--- src/rtl/fixed_sample_capture.sv ---
// Threshold-triggered, decimating capture of a signed fixed-point stream into a
// first-word-fall-through FIFO drained over a valid/ready interface.
module fixed_sample_capture #(
    parameter int WIDTH       = 16,
    parameter int EXPONENT    = -10,
    parameter int DEPTH       = 16,
    parameter int NUM_SAMPLES = 32,
    parameter int DECIM_W     = 8
) (
    input  logic               clk,
    input  logic               rst,
    input  logic               arm,
    input  logic [DECIM_W-1:0] decim,
    input  logic [WIDTH-1:0]   threshold,
    input  logic [WIDTH-1:0]   sample_in,
    output logic [WIDTH-1:0]   out_data,
    output logic               out_valid,
    input  logic               out_ready,
    output logic               busy,
    output logic               done,
    output logic               overflow
);

    localparam int  AW         = $clog2(DEPTH);
    localparam int  CW         = $clog2(NUM_SAMPLES + 1);
    localparam bit  SingleShot = (NUM_SAMPLES == 1);

    // The binary point is carried only as metadata; reject nonsensical configurations early.
    if (DEPTH < 2 || (DEPTH & (DEPTH - 1)) != 0 || NUM_SAMPLES < 1 ||
        EXPONENT < -64 || EXPONENT > 64) begin : g_bad_cfg
        $error("fixed_sample_capture: invalid parameter set");
    end

    typedef enum logic [1:0] {
        IDLE    = 2'd0,
        ARMED   = 2'd1,
        CAPTURE = 2'd2,
        DRAIN   = 2'd3
    } state_t;

    state_t             state_q, state_d;
    logic [WIDTH-1:0]   prev_q;
    logic               prev_valid_q, prev_valid_d;
    logic [DECIM_W-1:0] decim_q, decim_d;
    logic [DECIM_W-1:0] dcnt_q, dcnt_d;
    logic [CW-1:0]      rcnt_q, rcnt_d;
    logic [AW:0]        wptr_q, wptr_d;
    logic [AW:0]        rptr_q, rptr_d;
    logic               overflow_q, overflow_d;
    logic               done_q, done_d;
    logic [WIDTH-1:0]   mem [DEPTH];

    logic signed [WIDTH-1:0] thr_s, smp_s, prev_s;
    logic                    trig;
    logic                    wr_req, wr_en, pop, full, empty;

    assign thr_s  = $signed(threshold);
    assign smp_s  = $signed(sample_in);
    assign prev_s = $signed(prev_q);
    assign trig   = prev_valid_q && (prev_s < thr_s) && (smp_s >= thr_s);

    assign empty = (wptr_q == rptr_q);
    assign full  = (wptr_q[AW] != rptr_q[AW]) && (wptr_q[AW-1:0] == rptr_q[AW-1:0]);
    assign pop   = !empty && out_ready;
    // A pop in the same cycle frees the slot, so a write on a full FIFO still lands.
    assign wr_en = wr_req && (!full || pop);

    always_comb begin
        state_d      = state_q;
        prev_valid_d = prev_valid_q;
        decim_d      = decim_q;
        dcnt_d       = dcnt_q;
        rcnt_d       = rcnt_q;
        overflow_d   = overflow_q;
        done_d       = 1'b0;
        wr_req       = 1'b0;

        unique case (state_q)
            IDLE: begin
                if (arm) begin
                    state_d      = ARMED;
                    overflow_d   = 1'b0;
                    prev_valid_d = 1'b0;
                end
            end
            ARMED: begin
                prev_valid_d = 1'b1;
                if (trig) begin
                    wr_req  = 1'b1;
                    decim_d = decim;
                    dcnt_d  = '0;
                    rcnt_d  = CW'(1);
                    state_d = SingleShot ? DRAIN : CAPTURE;
                end
            end
            CAPTURE: begin
                if (dcnt_q == decim_q) begin
                    wr_req = 1'b1;
                    dcnt_d = '0;
                    rcnt_d = rcnt_q + CW'(1);
                    if (rcnt_q == CW'(NUM_SAMPLES - 1)) begin
                        state_d = DRAIN;
                    end
                end else begin
                    dcnt_d = dcnt_q + DECIM_W'(1);
                end
            end
            DRAIN: begin
                if (empty) begin
                    state_d = IDLE;
                    done_d  = 1'b1;
                end
            end
            default: state_d = IDLE;
        endcase

        // Dropped samples still count toward NUM_SAMPLES to keep the timebase intact.
        if (wr_req && !wr_en) begin
            overflow_d = 1'b1;
        end
    end

    always_comb begin
        wptr_d = wptr_q;
        rptr_d = rptr_q;
        if (wr_en) begin
            wptr_d = wptr_q + (AW + 1)'(1);
        end
        if (pop) begin
            rptr_d = rptr_q + (AW + 1)'(1);
        end
    end

    always_ff @(posedge clk or negedge rst) begin
        if (!rst) begin
            state_q      <= IDLE;
            prev_valid_q <= 1'b0;
            decim_q      <= '0;
            dcnt_q       <= '0;
            rcnt_q       <= '0;
            wptr_q       <= '0;
            rptr_q       <= '0;
            overflow_q   <= 1'b0;
            done_q       <= 1'b0;
        end else begin
            state_q      <= state_d;
            prev_valid_q <= prev_valid_d;
            decim_q      <= decim_d;
            dcnt_q       <= dcnt_d;
            rcnt_q       <= rcnt_d;
            wptr_q       <= wptr_d;
            rptr_q       <= rptr_d;
            overflow_q   <= overflow_d;
            done_q       <= done_d;
        end
    end

    // Sample history and FIFO storage are data only; prev_valid_q gates any use of stale prev_q.
    always_ff @(posedge clk) begin
        if (state_q == ARMED) begin
            prev_q <= sample_in;
        end
        if (wr_en) begin
            mem[wptr_q[AW-1:0]] <= sample_in;
        end
    end

    assign out_valid = !empty;
    assign out_data  = empty ? '0 : mem[rptr_q[AW-1:0]];
    assign busy      = (state_q != IDLE);
    assign done      = done_q;
    assign overflow  = overflow_q;

endmodule

--- config.mk ---
export PLATFORM = sky130hd
export DESIGN_NAME = fixed_sample_capture
export DESIGN_NICKNAME = d
export VERILOG_FILES = /design/src/rtl/fixed_sample_capture.sv
export SDC_FILE = /design/constraint.sdc
export NUM_CORES = 1
export LEC_CHECK = 0
export CAP_MARGIN = 15
export CORE_MARGIN = 8
export CORE_UTILIZATION = 54
export DETAILED_ROUTE_END_ITERATION = 7
export PLACE_DENSITY = 0.76
export SETUP_SLACK_MARGIN = 0.3
export SYNTH_ARGS = -nofsm -noshare
export SYNTH_HDL_FRONTEND = slang
export SYNTH_SLANG_ARGS = --single-unit
--- constraint.sdc ---
create_clock -name clk -period 4.8 [get_ports clk]
set_input_delay 0.96 -clock clk [delete_from_list [all_inputs] [get_ports clk]]
set_output_delay 0.96 -clock clk [all_outputs]
set_load 0.05 [all_outputs]
## Word level (Yosys, flattened, before mapping)

Memories as Yosys holds them, arrays and structs flattened.
Cells that the tools add are included.

| storage, ports and cells | value |
|---|---|
| input bits | 44 |
| word-level logic and storage cells | 76 |
| memories | 1 |
| flip-flop bits (word level) | 53 |
| output and inout bits | 20 |
| bits in writable memories | 256 |

| operators by class | value |
|---|---|
| $lt $le $gt $ge | 2 |
| $add $sub $neg | 4 |
| reduce and logical (&&, ||, !) cells | 22 |
| multiplexer cells | 24 |
| equality and inequality tests | 13 |

Memory list:

| memory | words | width | read ports | clocked after memory_dff | write ports | line | text |
|---|---|---|---|---|---|---|---|
| mem | 16 | 16 | 1 | 0 | 1 | 51 | `logic [WIDTH-1:0] mem [DEPTH];` |

Operators by type and width:

| operator | count |
|---|---|
| 16-bit >= comparator | 1 |
| 16-bit less-than comparator | 1 |
| 16-bit 2-to-1 mux | 1 |
| 8-bit 2-to-1 mux | 2 |
| 8-bit one-hot mux with 2 select lines | 1 |
| 6-bit 2-to-1 mux | 2 |
| 6-bit one-hot mux with 2 select lines | 1 |
| 5-bit by 1-bit adder with 5-bit output, second input constant | 2 |
| 2-bit 2-to-1 mux | 5 |
| 2-bit inequality test, second input constant | 5 |
| 2-bit nonzero test | 5 |
| 1-bit 2-to-1 mux | 9 |
| 8-bit by 1-bit adder with 8-bit output, second input constant | 1 |
| 8-bit == test | 1 |
| 2-bit one-hot mux with 4 select lines | 1 |
| 2-bit AND reduction | 4 |
| 6-bit by 1-bit adder with 6-bit output, second input constant | 1 |
| 6-bit by 5-bit == test with 1-bit output, second input constant | 1 |
| 1-bit logical AND | 6 |
| 5-bit == test | 1 |
| 5-bit AND reduction | 1 |
| 2-bit == test, second input constant | 2 |
| 4-bit == test | 1 |
| 1-bit one-hot mux with 2 select lines | 2 |
| other kinds (6) | 8 |

## Logic depth before layout (Yosys ltp)

| depth | value |
|---|---|
| depth in word-level cells | 10 |
| gate-level depth with buffers | 12 |
| depth with buffers taken out | 9 |

## Worst setup path before layout

Ideal clock, no wire load.

| timing path | value |
|---|---|
| path type | input to register |
| from | in threshold[1] |
| to | mem mem[7][0] (enable) |
| path slack | 0.108 ns |
| path buffers | 0 |
| arrival time | 4.256 ns |
| required time | 4.364 ns |
| setup time | 0.436 ns |
| stages | 8 |
| cells stage by stage | inv_1 > ha_1 > a2111oi_0 > o21ai_0 > a311oi_2 > a2bb2oi_2 > o21ai_1 > nor4b_1 |

| on the way | value |
|---|---|
| cells in the longest elaborated chain, start to end | 8 |
| elaborated cells between the ends (all ways) | 9 |
| those cells by class | 2 x order compare; 4 x mux; 3 x reduce/logical |

Ends and longest elaborated chain:

| what | line | text |
|---|---|---|
| start: declaration | 14 | `input logic [WIDTH-1:0] threshold,` |
| 16-bit less-than comparator | 60 | `assign trig = prev_valid_q && (prev_s < thr_s) && (smp_s >= thr_s);` |
| 1-bit logical AND | 60 |  |
| 1-bit logical AND * | 60 |  |
| 1-bit 2-to-1 mux * | 88 | `if (trig) begin` |
| 1-bit one-hot mux with 2 select lines * | 78 | `unique case (state_q)` |
| 1-bit logical AND * | 66 | `assign wr_en = wr_req && (!full \|\| pop);` |
| 1-bit 2-to-1 mux * | 163 | `if (wr_en) begin` |
| 1-bit 2-to-1 mux (implied by the code) * | 164 | `mem[wptr_q[AW-1:0]] <= sample_in;` |
| end: declaration | 51 |  |

Every way passes the cells marked *; elsewhere a longest branch is shown, timed or not.

## Worst setup path in the final report

| timing path | value |
|---|---|
| from | reg rptr_q[3] |
| to | out out_data[14] |

| on the way | value |
|---|---|
| cells in the longest elaborated chain, start to end | 2 |
| elaborated cells between the ends (all ways) | 3 |
| those cells by class | 1 x eq/ne; 1 x mux; 1 x memory |

Ends and longest elaborated chain:

| what | line | text |
|---|---|---|
| start: declaration | 48 | `logic [AW:0] rptr_q, rptr_d;` |
| start signal: assignment | 152 | `rptr_q <= rptr_d;` |
| memory 16 x 16 bit / 5-bit == test (equally long branches) | - |  |
| 16-bit 2-to-1 mux * | 169 | `assign out_data = empty ? '0 : mem[rptr_q[AW-1:0]];` |
| end: declaration | 16 | `output logic [WIDTH-1:0] out_data,` |

Marked as above.

==> results.sh <==
export IMPL_status="completed"
export IMPL_worst_slew_pin_slew_ns=1.07
export IMPL_hold_violations=0
export IMPL_syn_mean_instance_area_um2=18.0
export IMPL_via_per_inst=6.01
export IMPL_netlist_area_um2=13200
export IMPL_critical_path_sink_type="primary output"
export IMPL_grt_max_degree=38
export IMPL_layout_nets=935
export IMPL_ir_worst_vdd_uv=414
export IMPL_fin_setup_tns_ns=0
export IMPL_tritoncts="yes"
export IMPL_routabilityCongestion=0.903
export IMPL_drt_initial_drc_count=665
export IMPL_layout_area_seq_um2=9100
export IMPL_most_used_cells_in_the_layout_excluding_fill_and_tap_cells="272 x edfxtp_1, 80 x mux4_2, 62 x clkdlybuf4s50_1"
export IMPL_final_instance_count_without_filler_cells=1194
export IMPL_yosysSeqAreaShare=0.690
export IMPL_synth_async_reset_ratio=0.120
export IMPL_die_height_um=172
export IMPL_count_of_clock_tree_sinks=309
export IMPL_finClkSkew_ns=0.0180
export IMPL_finish_instance_area_um2=15500
export IMPL_achievable_frequency_mhz=231
export IMPL_coreArea_um2=24200
export IMPL_synthesis_instances=733
export IMPL_placed_instances=1135
export IMPL_cpPeakStageDelay_ns=0.84
export IMPL_worst_setup_hold_path_clk_slew_ns=0.06
export IMPL_filler_cell_count=1605
export IMPL_path_cells="buf_4, xnor2_1, nand4_1, nand2b_1, and2_1, clkdlybuf4s50_1"
export IMPL_start_kind="register"
export IMPL_area_growth_from_synthesis_to_final_layout_pct=17.6
export IMPL_fraction_of_final_layout_cells_sized_beyond_drive_strength_1=0.223
export IMPL_crit_buf_inv=2
export IMPL_synth_enable_flop_cells=272
export IMPL_overflow=0
export IMPL_detail_route_wl_per_cell_um=24.6
export IMPL_worst_ep_arrival_time_ns=3.36
export IMPL_ctsRootBufferMaster="clkbuf_16"
export IMPL_io_pin_count=64
export IMPL_critPathMaxFanout=21
export IMPL_fin_crit_sh=0.900
export IMPL_sw_frac_of_total=0.335
export IMPL_placedInstanceArea_um2=14500
export IMPL_fin_total_pwr_mw=8.82
export IMPL_slew_headroom=0.285
export IMPL_htree_levels=1
export IMPL_antenna_diode_count=0
export IMPL_dp_final_hpwl_um=18900
export IMPL_timing_setup_critical_path_class="register to primary output"
export IMPL_clk_latency_ns=0.55
export IMPL_rsz0062_at_grt="false"
export IMPL_detail_route_antenna_nets=0
export IMPL_finalCriticalPeriod_ns=4.32
export IMPL_switching_power_mw=2.96
export IMPL_yosysWarningCount=0
export IMPL_grt_use_total=0.206
export IMPL_ys_ff_latch=309
export IMPL_layout_commonest_cell="edfxtp_1"
export IMPL_grt_first_pass_wirelength_um=45400
export IMPL_p_int_mw=5.87
export IMPL_pwr_share_seq=0.375
export IMPL_synth_cell_types=56
export IMPL_power_static_leakage_nw=5.41
export IMPL_pwr_share_clk=0.251
export IMPL_num_vias=7177
export IMPL_ctsLongestPathBuffers=3
export IMPL_die_w_um=172
export IMPL_floorplan_die_area_um2=29700
export IMPL_numCtsBuffers=29
export IMPL_number_of_max_cap_violations=0
export IMPL_number_of_global_route_vias_before_repair=7705
export IMPL_floorplan_rows=57
export IMPL_slew_viol_final=0
export IMPL_post_cts_resized_instances=0
export IMPL_port_buffer_count=63
export IMPL_power_density_cell_area_nw_per_um2=569
export IMPL_combinationalPowerShare=0.374
export IMPL_final_setup_viol_count=0
export IMPL_wl_um=29400
export IMPL_drt_first_pass_iters=5
export IMPL_final_util=0.641
export IMPL_multi_input_comb_area_um2=3900
export IMPL_yosys_most_used_dff="edfxtp_1"
export IMPL_critical_path_required_ns=3.84
export IMPL_drcViolationCount=0
export IMPL_cp_top_family="simple AND/OR/NAND/NOR gates"
export IMPL_antenna_found_initial=0
export IMPL_postCtsSetupRepairBufs=1
export IMPL_class_of_the_worst_hold_path="register to register"
export IMPL_initial_utilization=0.545
export IMPL_mappedNetlistNets=819
export IMPL_cp_slowest_cell="nand2b_1"
export IMPL_cts_hold_repair_buffers=0
## cell families (layout without fill, tap and decap cells)
kind of cell,after synthesis,in the layout,share of synthesized area
buffers and inverters,61,198,0.0184
xor gates and xnor gates,21,21,0.0140
adders and majority gates,42,42,0.0399
muxes,85,85,0.141
AOI/OAI and AO/OA,63,63,0.0383
and+or+nand+nor,152,152,0.0588
DFF,309,309,0.690
## cells in the mapped netlist (9+ instances only)
master	count	area share
dfrtp_1	37	0.070
mux4_2	80	0.14
nand3_1	23	0.0087
nand4_1	9	0.0043
and3_1	10	0.0047
inv_1	31	0.0088
o21ai_0	11	0.0042
edfxtp_1	272	0.62
and2_1	20	0.0095
ha_1	42	0.040
xnor2_1	17	0.011
nor2_1	19	0.0054
nand2_1	44	0.013
clkbuf_1	18	0.0051
## worst reg2reg max path: cells and delay by family (launching register included)
family,cells,cell delay [ns]
and+or+nand+nor,1,0.79
AOI/OAI and AO/OA,5,1.35
DFF,1,0.39
adders and majority gates,1,0.28
## stage by stage
| stage | setup slack, ns | hold slack [ns] |
|---|---|---|
| after floorplan | 0.766 | 0.462 |
| after global placement | 0.526 | 0.480 |
| after detailed placement | 0.479 | 0.486 |
| after CTS | 0.344 | 0.507 |
| after global routing | 0.357 | 0.527 |
| final | 0.480 | 0.505 |
## layer usage
layer,track usage,vias up,part of all wire
met5,0,-,0
met4,0.0600,0,0.023
met2,0.334,299,0.49
li1,-,3160,-
met3,0.0365,38,0.070
met1,0.284,3680,0.42
## flip-flops by register name (all words and copies together) (netlist names)
| signal | cells |
|---|---|
| dcnt_q | 8 |
| done | 1 |
| state_q | 2 |
| prev_q | 16 |
| prev_valid_q | 1 |
| overflow | 1 |
| wptr_q | 5 |
| decim_q | 8 |
| mem | 256 |
| rptr_q | 5 |
| rcnt_q | 6 |
## path summary, 6_finish.rpt
| path | to | cells past startpoint | from | slack [ns] |
|---|---|---|---|---|
| max | out_data[14] | 6 | rptr_q[3] | 0.48 |
| min | decim_q[2] | 2 | decim_q[2] | 0.51 |
| max reg2reg | mem[11][14] | 7 | prev_q[1] | 1.59 |
| min reg2reg | decim_q[2] | 2 | decim_q[2] | 0.51 |
| max in group asynchronous | rptr_q[0] | 1 | rst | 3.68 |
| min in group asynchronous | decim_q[7] | 1 | rst | 0.52 |
## final cells by class
| cell class | count | area share |
|---|---|---|
| tap | 324 | 0.0261 |
| multi-input combinational | 363 | 0.252 |
| sequential | 309 | 0.587 |
| inverter | 31 | 0.00750 |
| timing repair buffer | 115 | 0.0692 |
| clock buffer | 35 | 0.0483 |
| clock inverter | 17 | 0.0104 |
## power by group through the flow
stage | clock network, mW | logic [mW] | registers (mW)
floorplan | 0 | 2.36 | 3.28
global placement | 0 | 3.13 | 3.39
detailed placement | 0 | 3.20 | 3.41
CTS | 2.24 | 3.28 | 3.33
global route | 2.35 | 3.54 | 3.33
finish | 2.21 | 3.30 | 3.31
Power figures use the tool's default switching activity.
